==> src/rtl/quad_pkg.sv <==
// Shared widths, state encoding and data types for the magnitude (sqrt) stage.
package quad_pkg;

  localparam int IN_W    = 29;  // Q5.24 radicand
  localparam int OUT_W   = 15;  // Q3.12 root
  localparam int REM_W   = 16;  // partial remainder, bounded by 2*root
  localparam int FRAC_W  = 12;  // full fractional width of the root
  localparam int SHIFT_W = 2 * OUT_W;
  localparam int CNT_W   = 4;
  localparam logic [CNT_W-1:0] ITER_LAST = CNT_W'(OUT_W - 1);

  typedef enum logic [1:0] {IDLE, CALC, DONE} sqrt_state_t;

  typedef logic unsigned [IN_W-1:0]  quad_sum_t;
  typedef logic unsigned [OUT_W-1:0] quad_mag_t;

endpackage

==> src/rtl/quad_sqrt_if.sv <==
// Valid/ready request and response bundle between squarer, sqrt stage and consumer.
interface quad_sqrt_if;
  import quad_pkg::*;

  logic      in_valid;
  logic      in_ready;
  quad_sum_t in_c;
  logic      out_valid;
  logic      out_ready;
  quad_mag_t out_r;
  logic      out_exact;

  modport slave (
    input  in_valid, in_c, out_ready,
    output in_ready, out_valid, out_r, out_exact
  );

  modport master (
    output in_valid, in_c, out_ready,
    input  in_ready, out_valid, out_r, out_exact
  );
endinterface

==> src/rtl/quad_sqrt_step.sv <==
// One restoring-sqrt iteration: brings down two radicand bits, emits one root bit.
// Purely combinational; no latency, no backpressure.
module sqrt_step
  import quad_pkg::*;
(
  input  logic [REM_W-1:0] rem,
  input  quad_mag_t        root,
  input  logic [1:0]       digit,
  output logic [REM_W-1:0] rem_next,
  output quad_mag_t        root_next
);

  // Compared one bit wider than strictly needed so every input bit is consumed.
  logic [REM_W+1:0] rem_n;
  logic [REM_W+1:0] trial;
  logic             ge;

  always_comb begin
    rem_n     = {rem, digit};
    trial     = {1'b0, root, 2'b01};
    ge        = (rem_n >= trial);
    rem_next  = ge ? REM_W'(rem_n - trial) : REM_W'(rem_n);
    root_next = OUT_W'({root, ge});
  end

endmodule

==> src/rtl/quad_sqrt.sv <==
// Iterative floor(sqrt) of a Q5.24 sum of squares, producing a Q3.12 magnitude.
// Result 15 cycles after accept; one job in flight, result held until out_ready.
module quad_sqrt
  import quad_pkg::*;
#(
  parameter int FWL_R = 12
) (
  input  logic      clk,
  input  logic      rstn,
  quad_sqrt_if.slave io
);

  sqrt_state_t             state_q, state_d;
  logic [SHIFT_W-1:0]      shift_q, shift_d;
  logic [REM_W-1:0]        rem_q, rem_d;
  quad_mag_t               root_q, root_d;
  logic [CNT_W-1:0]        cnt_q, cnt_d;
  logic                    in_ready_q, in_ready_d;
  logic                    out_valid_q, out_valid_d;
  quad_mag_t               out_r_q, out_r_d;
  logic                    out_exact_q, out_exact_d;

  logic [REM_W-1:0]        step_rem;
  quad_mag_t               step_root;
  quad_mag_t               step_root_m;

  sqrt_step u_step (
    .rem       (rem_q),
    .root      (root_q),
    .digit     (shift_q[SHIFT_W-1 -: 2]),
    .rem_next  (step_rem),
    .root_next (step_root)
  );

  generate
    if (FWL_R < FRAC_W) begin : g_trunc
      localparam quad_mag_t KEEP = quad_mag_t'({OUT_W{1'b1}} << (FRAC_W - FWL_R));
      assign step_root_m = step_root & KEEP;
    end else begin : g_full
      assign step_root_m = step_root;
    end
  endgenerate

  always_comb begin
    state_d     = state_q;
    shift_d     = shift_q;
    rem_d       = rem_q;
    root_d      = root_q;
    cnt_d       = cnt_q;
    out_r_d     = out_r_q;
    out_exact_d = out_exact_q;

    case (state_q)
      IDLE: begin
        if (io.in_valid && in_ready_q) begin
          shift_d = {1'b0, io.in_c};
          rem_d   = '0;
          root_d  = '0;
          cnt_d   = ITER_LAST;
          state_d = CALC;
        end
      end
      CALC: begin
        shift_d = {shift_q[SHIFT_W-3:0], 2'b00};
        rem_d   = step_rem;
        root_d  = step_root;
        if (cnt_q == '0) begin
          // Exactness uses the untruncated remainder, independent of FWL_R.
          out_r_d     = step_root_m;
          out_exact_d = (step_rem == '0);
          state_d     = DONE;
        end else begin
          cnt_d = cnt_q - 1'b1;
        end
      end
      DONE: begin
        if (io.out_ready) begin
          state_d = IDLE;
        end
      end
      default: state_d = IDLE;
    endcase

    in_ready_d  = (state_d == IDLE);
    out_valid_d = (state_d == DONE);
  end

  always_ff @(posedge clk or negedge rstn) begin
    if (!rstn) begin
      state_q     <= IDLE;
      shift_q     <= '0;
      rem_q       <= '0;
      root_q      <= '0;
      cnt_q       <= '0;
      in_ready_q  <= 1'b0;
      out_valid_q <= 1'b0;
      out_r_q     <= '0;
      out_exact_q <= 1'b0;
    end else begin
      state_q     <= state_d;
      shift_q     <= shift_d;
      rem_q       <= rem_d;
      root_q      <= root_d;
      cnt_q       <= cnt_d;
      in_ready_q  <= in_ready_d;
      out_valid_q <= out_valid_d;
      out_r_q     <= out_r_d;
      out_exact_q <= out_exact_d;
    end
  end

  assign io.in_ready  = in_ready_q;
  assign io.out_valid = out_valid_q;
  assign io.out_r     = out_r_q;
  assign io.out_exact = out_exact_q;

endmodule

==> src/flat_wrapper.sv <==
// flat-port wrapper written by rule: the top's interface ports become plain ports
module quad_sqrt_flat import quad_pkg::*;
#(
  parameter int FWL_R = 12
)
  (clk, rstn, io_in_valid, io_in_c, io_out_ready, io_in_ready, io_out_valid, io_out_r, io_out_exact);
  quad_sqrt_if io_i ();
  input  logic clk;
  input  logic rstn;
  input wire logic [$bits(io_i.in_valid)-1:0] io_in_valid;
  input wire logic [$bits(io_i.in_c)-1:0] io_in_c;
  input wire logic [$bits(io_i.out_ready)-1:0] io_out_ready;
  output wire logic [$bits(io_i.in_ready)-1:0] io_in_ready;
  output wire logic [$bits(io_i.out_valid)-1:0] io_out_valid;
  output wire logic [$bits(io_i.out_r)-1:0] io_out_r;
  output wire logic [$bits(io_i.out_exact)-1:0] io_out_exact;
  assign io_i.in_valid = io_in_valid;
  assign io_i.in_c = io_in_c;
  assign io_i.out_ready = io_out_ready;
  assign io_in_ready = io_i.in_ready;
  assign io_out_valid = io_i.out_valid;
  assign io_out_r = io_i.out_r;
  assign io_out_exact = io_i.out_exact;
  quad_sqrt #(.FWL_R(FWL_R)) u_core (.clk(clk), .rstn(rstn), .io(io_i));
endmodule
==> config.mk <==
export PLATFORM = sky130hd
export DESIGN_NAME = quad_sqrt_flat
export DESIGN_NICKNAME = d
export VERILOG_FILES = /design/src/rtl/quad_pkg.sv /design/src/rtl/quad_sqrt_if.sv /design/src/rtl/quad_sqrt_step.sv /design/src/rtl/quad_sqrt.sv /design/src/flat_wrapper.sv
export SDC_FILE = /design/constraint.sdc
export NUM_CORES = 1
export LEC_CHECK = 0
export ABC_AREA = 0
export BUFFER_PORTS_ARGS = -buffer_cell sky130_fd_sc_hd__buf_2
export CORE_MARGIN = 4
export CORE_UTILIZATION = 38
export CTS_BUF_LIST = sky130_fd_sc_hd__clkbuf_16
export DETAILED_ROUTE_END_ITERATION = 10
export PLACE_DENSITY = 0.65
export RECOVER_POWER = 100
export SLEW_MARGIN = 5
export SYNTH_ARGS = -nofsm -noshare
export SYNTH_HDL_FRONTEND = slang
export SYNTH_SLANG_ARGS = --single-unit
==> constraint.sdc <==
create_clock -name clk -period 2.5 [get_ports clk]
set_input_delay 0.75 -clock clk [delete_from_list [all_inputs] [get_ports clk]]
set_output_delay 0.75 -clock clk [all_outputs]
set_load 0.05 [all_outputs]
; ---- After elaboration in Yosys (flattened, before gate mapping)
; Cells that the tools add are included.
[op_classes]
n_addsub = 2
n_mul = 0
div = 0
order_cmp = 1
eq_ne = 5
shifts = 0
n_mux = 14
n_bitwise = 0
n_reduce_logical = 9
[ops]
columns = op, n
row1 = $pmux 30 s2, 1
row2 = $mux 16, 2
row3 = $pmux 16 s2, 1
row4 = $mux 30, 1
row5 = $pmux 15 s2, 1
row6 = $ge 18x17->1, 1
row7 = $logic_not 16->1, 1
row8 = $sub 16x16->16, 1
row9 = $mux 15, 1
row10 = $mux 4, 2
row11 = $pmux 4 s2, 1
row12 = $mux 2, 3
row13 = $pmux 2 s3, 1
row14 = $eq 2x2->1 const B, 2
row15 = $logic_not 2->1, 2
row16 = $logic_not 4->1, 1
row17 = $reduce_and 2->1, 2
row18 = $sub 4x1->4 const B, 1
row19 = $reduce_and 3->1, 1
row20 = $eq 2x1->1 const B, 1
row21 = $ne 2x1->1 const B, 1
row22 = $ne 2x2->1 const B, 1
row23 = $reduce_bool 2->1, 1
row24 = $logic_and 1x1->1, 1
[totals]
register_bits = 85
latchBits = 0
ramBits = 0
romBits = 0
input_bits = 33
out_inout_bits = 18
wordCells = 40
n_memories = 0

; ---- Logic depth before layout (Yosys ltp)
[logic_depth]
word_depth = 4
ltp_mapped = 12

; ---- Hierarchy
; From an unflattened synthesis, not the netlist that was laid out.
[unflattened]
hier_cells = 491
hier_area_um2 = 4644.5
[modules_own_cells]
columns = module, n_inst, cells_per_inst, area_per_inst_um2, seq_area_each_um2
row1 = quad_sqrt, 1, 343, 3477.1, 2127.0
row2 = sqrt_step, 1, 148, 1167.4, 0.0

; ---- Worst setup path after synthesis
; No wires, ideal clock.
[synth_path]
kind = register to register
startpoint = register u_core.rem_q[6]
endpoint = register u_core.out_exact_q (netlist: u_core.io.out_exact)
setup_ns = 0.076
arrival_ns = 2.267
setup_slack_ns = 0.156
stages_incl_launch_ff = 11
path_buffers = 0
synth_period_minus_slack_ns = 2.344
cell_sequence = dfrtp_1 ha_1 a21o_1 a21oi_1 a2bb2oi_1 o311ai_2 a21oi_2 xor2_1 o21ai_1 or3b_1 o21ai_1
[synth_via]
elab_chain_len = 3
word_cells_on_any_way = 4
cone_classes = add/sub (1) / order compare (1) / mux (1) / reduce/logical (1)
[synth_lines]
columns = element, line
row1 = start: declaration, quad_sqrt.sv:15  ; logic [REM_W-1:0] rem_q, rem_d;
row2 = start signal: assignment, quad_sqrt.sv:102  ; rem_q <= rem_d;
row3 = $sub 16x16->16 / $ge 18x17->1 (equally long branches), "quad_sqrt_step.sv:22, quad_sqrt_step.sv:21"
row4 = $mux 16 *, quad_sqrt_step.sv:22  ; rem_next = ge ? REM_W'(rem_n - trial) : REM_W'(rem_n);
row5 = $logic_not 16->1 *, quad_sqrt.sv:70  ; out_exact_d = (step_rem == '0);
row6 = end signal: assignment, quad_sqrt.sv:108  ; out_exact_q <= out_exact_d;
row7 = end: declaration, quad_sqrt.sv:21  ; logic out_exact_q, out_exact_d;
; Every way passes the cells marked *; elsewhere a longest branch is shown, timed or not.
; A chain may end at the register's enable or synchronous reset.

; ---- Final worst setup path
[layout_path]
startpoint = register u_core.rem_q[0]
endpoint = register u_core.out_exact_q (netlist: u_core.io.out_exact)
; The elaborated chain is that of the path after synthesis.

==> results.json <==
{
  "synth_cell_types": 51,
  "hp-start": "u_core.io.out_r[11]$_DFFE_PN0P_",
  "hold_viol": 0,
  "ios": 51,
  "synth.top_cell.area_share": 0.501,
  "hpwl_microns": 7620,
  "root_buffer": "clkbuf_16",
  "skew_ps": 6.69,
  "fill_cells": 1028,
  "cts.sinks": 85,
  "htree_levels": 3,
  "finalInstanceArea_sq_um": 5240,
  "die_h_microns": 114,
  "synth.area.top_cells": "dfrtp_1, ha_1, o21ai_0",
  "synthesis.nets": 483,
  "r2r_slack_ps": 30,
  "synth_edf_count": 0,
  "finalSetupViolCount": 0,
  "antenna_found_initial": 0,
  "path_class": "register to register",
  "rsz0062_at_grt": "true",
  "maxCapViolations": 0,
  "grt_max_degree": 36,
  "cts_tree": "built",
  "rows": 38,
  "worstPathMaxFanout": 3,
  "min_delay_path_depth": 2,
  "synth_area_leader_cell": "dfrtp_1",
  "cp.arrival_ps": 2740,
  "fmax_mhz": 405,
  "status": "finished clean",
  "mostFrequentLayoutCells": "dfrtp_1, inv_1, nand2_1, o21ai_0, buf_4",
  "synth_async_sr_flop_share": 1.00,
  "r2r_cells": 11,
  "die_x_microns": 114,
  "seq_area_sq_um": 2130,
  "grt_pass1_vias": 3504,
  "n_antenna_cell": 0,
  "routed_wl_microns": 10500,
  "ys_seq_area_frac": 0.501,
  "ant_nets": 0,
  "nNetsFinal": 562,
  "cp.required_ps": 2770,
  "initial_core_util": 0.390,
  "endpoint_kind": "register",
  "drive_above_1_share": 0.223,
  "placed_area_sq_um": 4890,
  "drc_errors": 0,
  "wl_per_cell_microns": 15.9,
  "syn_area_per_cell_sq_um": 9.82,
  "hold_buffers": 0,
  "syn_area_sq_um": 4240,
  "finalCriticalPeriod_ps": 2470,
  "drv_slew": 0,
  "numCtsBuffers": 9,
  "area_growth_pct": 23.5,
  "tightest_slew_ps": 1300,
  "grt_pass1_wl_microns": 17500,
  "synth-seq-cells": 85,
  "place_congestion": 0.937,
  "clk_pin_slew_ps": 60,
  "layout_commonest_cell": "dfrtp_1",
  "first_iter_violations": 242,
  "worst_setup_path_start_kind": "register",
  "synth_warnings": 0,
  "finalCritPeriodShare": 0.988,
  "detail_route.first_pass.iterations": 5,
  "track_usage": 0.171,
  "multi_input_area_sq_um": 1970,
  "detailroute.via_count": 3468,
  "coreArea_sq_um": 10900,
  "synth_cells": 432,
  "hp-class": "register to register",
  "r2r-start": "u_core.rem_q[0]$_DFFE_PN0P_",
  "postCtsSetupBuffers": 0,
  "grt_overflow": 0,
  "viasPerCell": 5.29,
  "whs_endpoint": "u_core.io.out_r[11]$_DFFE_PN0P_",
  "port_buffers": 50,
  "r2r-end": "u_core.io.out_exact$_DFFE_PN0P_",
  "die_area_sq_um": 12900,
  "clock_path_buffers": 2,
  "worstSkewPairLatency_ps": 340,
  "yosys_most_used_dff": "dfrtp_1",
  "maxSlewHeadroom": 0.134
}
## critical path: stages (launching register included)
cell and delay, ps:
dfrtp_1 410, ha_4 260, buf_4 140, o21a_1 100
nand2b_1 140, a21oi_1 220, xnor2_1 130, nor2_1 130
nand4_1 170, o41ai_2 430, nand4b_1 130, o21ai_1 140
## through the flow
stage | hold WS [ps] | utilization | std cells | setup TNS [ps] | setup slack, ps
6_report | 477 | 0.481 | 656 | 0 | 29.7
5_1_grt | 511 | 0.481 | 656 | -228 | -122
4_1_cts | 308 | 0.478 | 656 | 0 | 3.80
3_5_place_dp | 465 | 0.449 | 640 | -62.5 | -62.5
3_3_place_gp | 458 | 0.449 | 640 | -48.7 | -48.7
2_1_floorplan | 451 | - | 432 | 0 | 156
## logic make-up (layout without fill, tap and decap cells)
logic type | Yosys count | after routing | synth area share
AO/OA/AOI/OAI | 135 | 135 | 0.221
AND/OR/NAND/NOR | 105 | 105 | 0.114
flip-flops | 85 | 85 | 0.501
buffers and inverters | 66 | 150 | 0.0622
adder cells (fa/ha/maj) | 18 | 18 | 0.0531
XOR/XNOR | 16 | 16 | 0.0330
multiplexers | 7 | 7 | 0.0165
## timing repair
action                                  in CTS  in global routing
gates resized for setup                      3                 20
pin swaps                                    1                 10
endpoints found under the setup margin       1                  9
## how the worst max path moves through the flow
| stage | from | depth (start not counted) | slack [ps] | to |
|---|---|---|---|---|
| after floorplan | u_core.rem_q[6]$_DFFE_PN0P_ | 10 | 160 | u_core.io.out_exact$_DFFE_PN0P_ |
| after global placement | u_core.root_q[0]$_DFFE_PN0P_ | 11 | -50 | u_core.io.out_exact$_DFFE_PN0P_ |
| after detailed placement | u_core.root_q[0]$_DFFE_PN0P_ | 10 | -60 | u_core.io.out_exact$_DFFE_PN0P_ |
| after CTS | u_core.root_q[9]$_DFFE_PN0P_ | 10 | 4 | u_core.io.out_exact$_DFFE_PN0P_ |
| after global routing | u_core.root_q[1]$_DFFE_PN0P_ | 11 | -120 | u_core.io.out_exact$_DFFE_PN0P_ |
| final | u_core.rem_q[0]$_DFFE_PN0P_ | 11 | 30 | u_core.io.out_exact$_DFFE_PN0P_ |
## flip-flops by register name, indices dropped and copies added (netlist names)
name and flops:
u_core.rem_q 16, u_core.io.out_exact 1, u_core.state_q 2, u_core.io.out_valid 1, u_core.io.in_ready 1, u_core.root_q 15, u_core.shift_q 30, u_core.cnt_q 4
u_core.io.out_r 15
## cells in the mapped netlist (2+ instances only)
cell type	number
or2_2	2
a21oi_2	3
ha_1	18
o21bai_1	2
or3_1	2
clkbuf_1	17
o21ai_1	3
mux2i_1	7
dfrtp_1	85
nor3_1	6
a22o_1	8
nand3_1	4
nand4_1	3
xnor2_1	12
o21ai_0	40
a31oi_1	3
a211oi_1	2
inv_1	44
o211ai_1	3
buf_1	2
buf_6	2
a21oi_1	14
o22ai_1	25
nand2_1	41
o21a_1	2
a222oi_1	18
nand2b_1	6
nor2b_1	2
a21o_1	2
xor2_1	4
nor2_1	30
## final cells by class
class | count | share of cell area
clock buffer | 9 | 0.0430
clock inverter | 7 | 0.0126
inverter | 44 | 0.0315
multi-input combinational | 281 | 0.376
sequential | 85 | 0.406
tap | 140 | 0.0334
timing repair buffer | 90 | 0.0979
## per-layer routing
metal  routed length (microns)  track usage
met5                         0            0
met3                       508       0.0568
met1                      4740        0.222
met2                      5010        0.273
met4                       193       0.0473
Power is not shown: default switching activity piles up to over one toggle a cycle in this logic, so the estimate is an artifact.
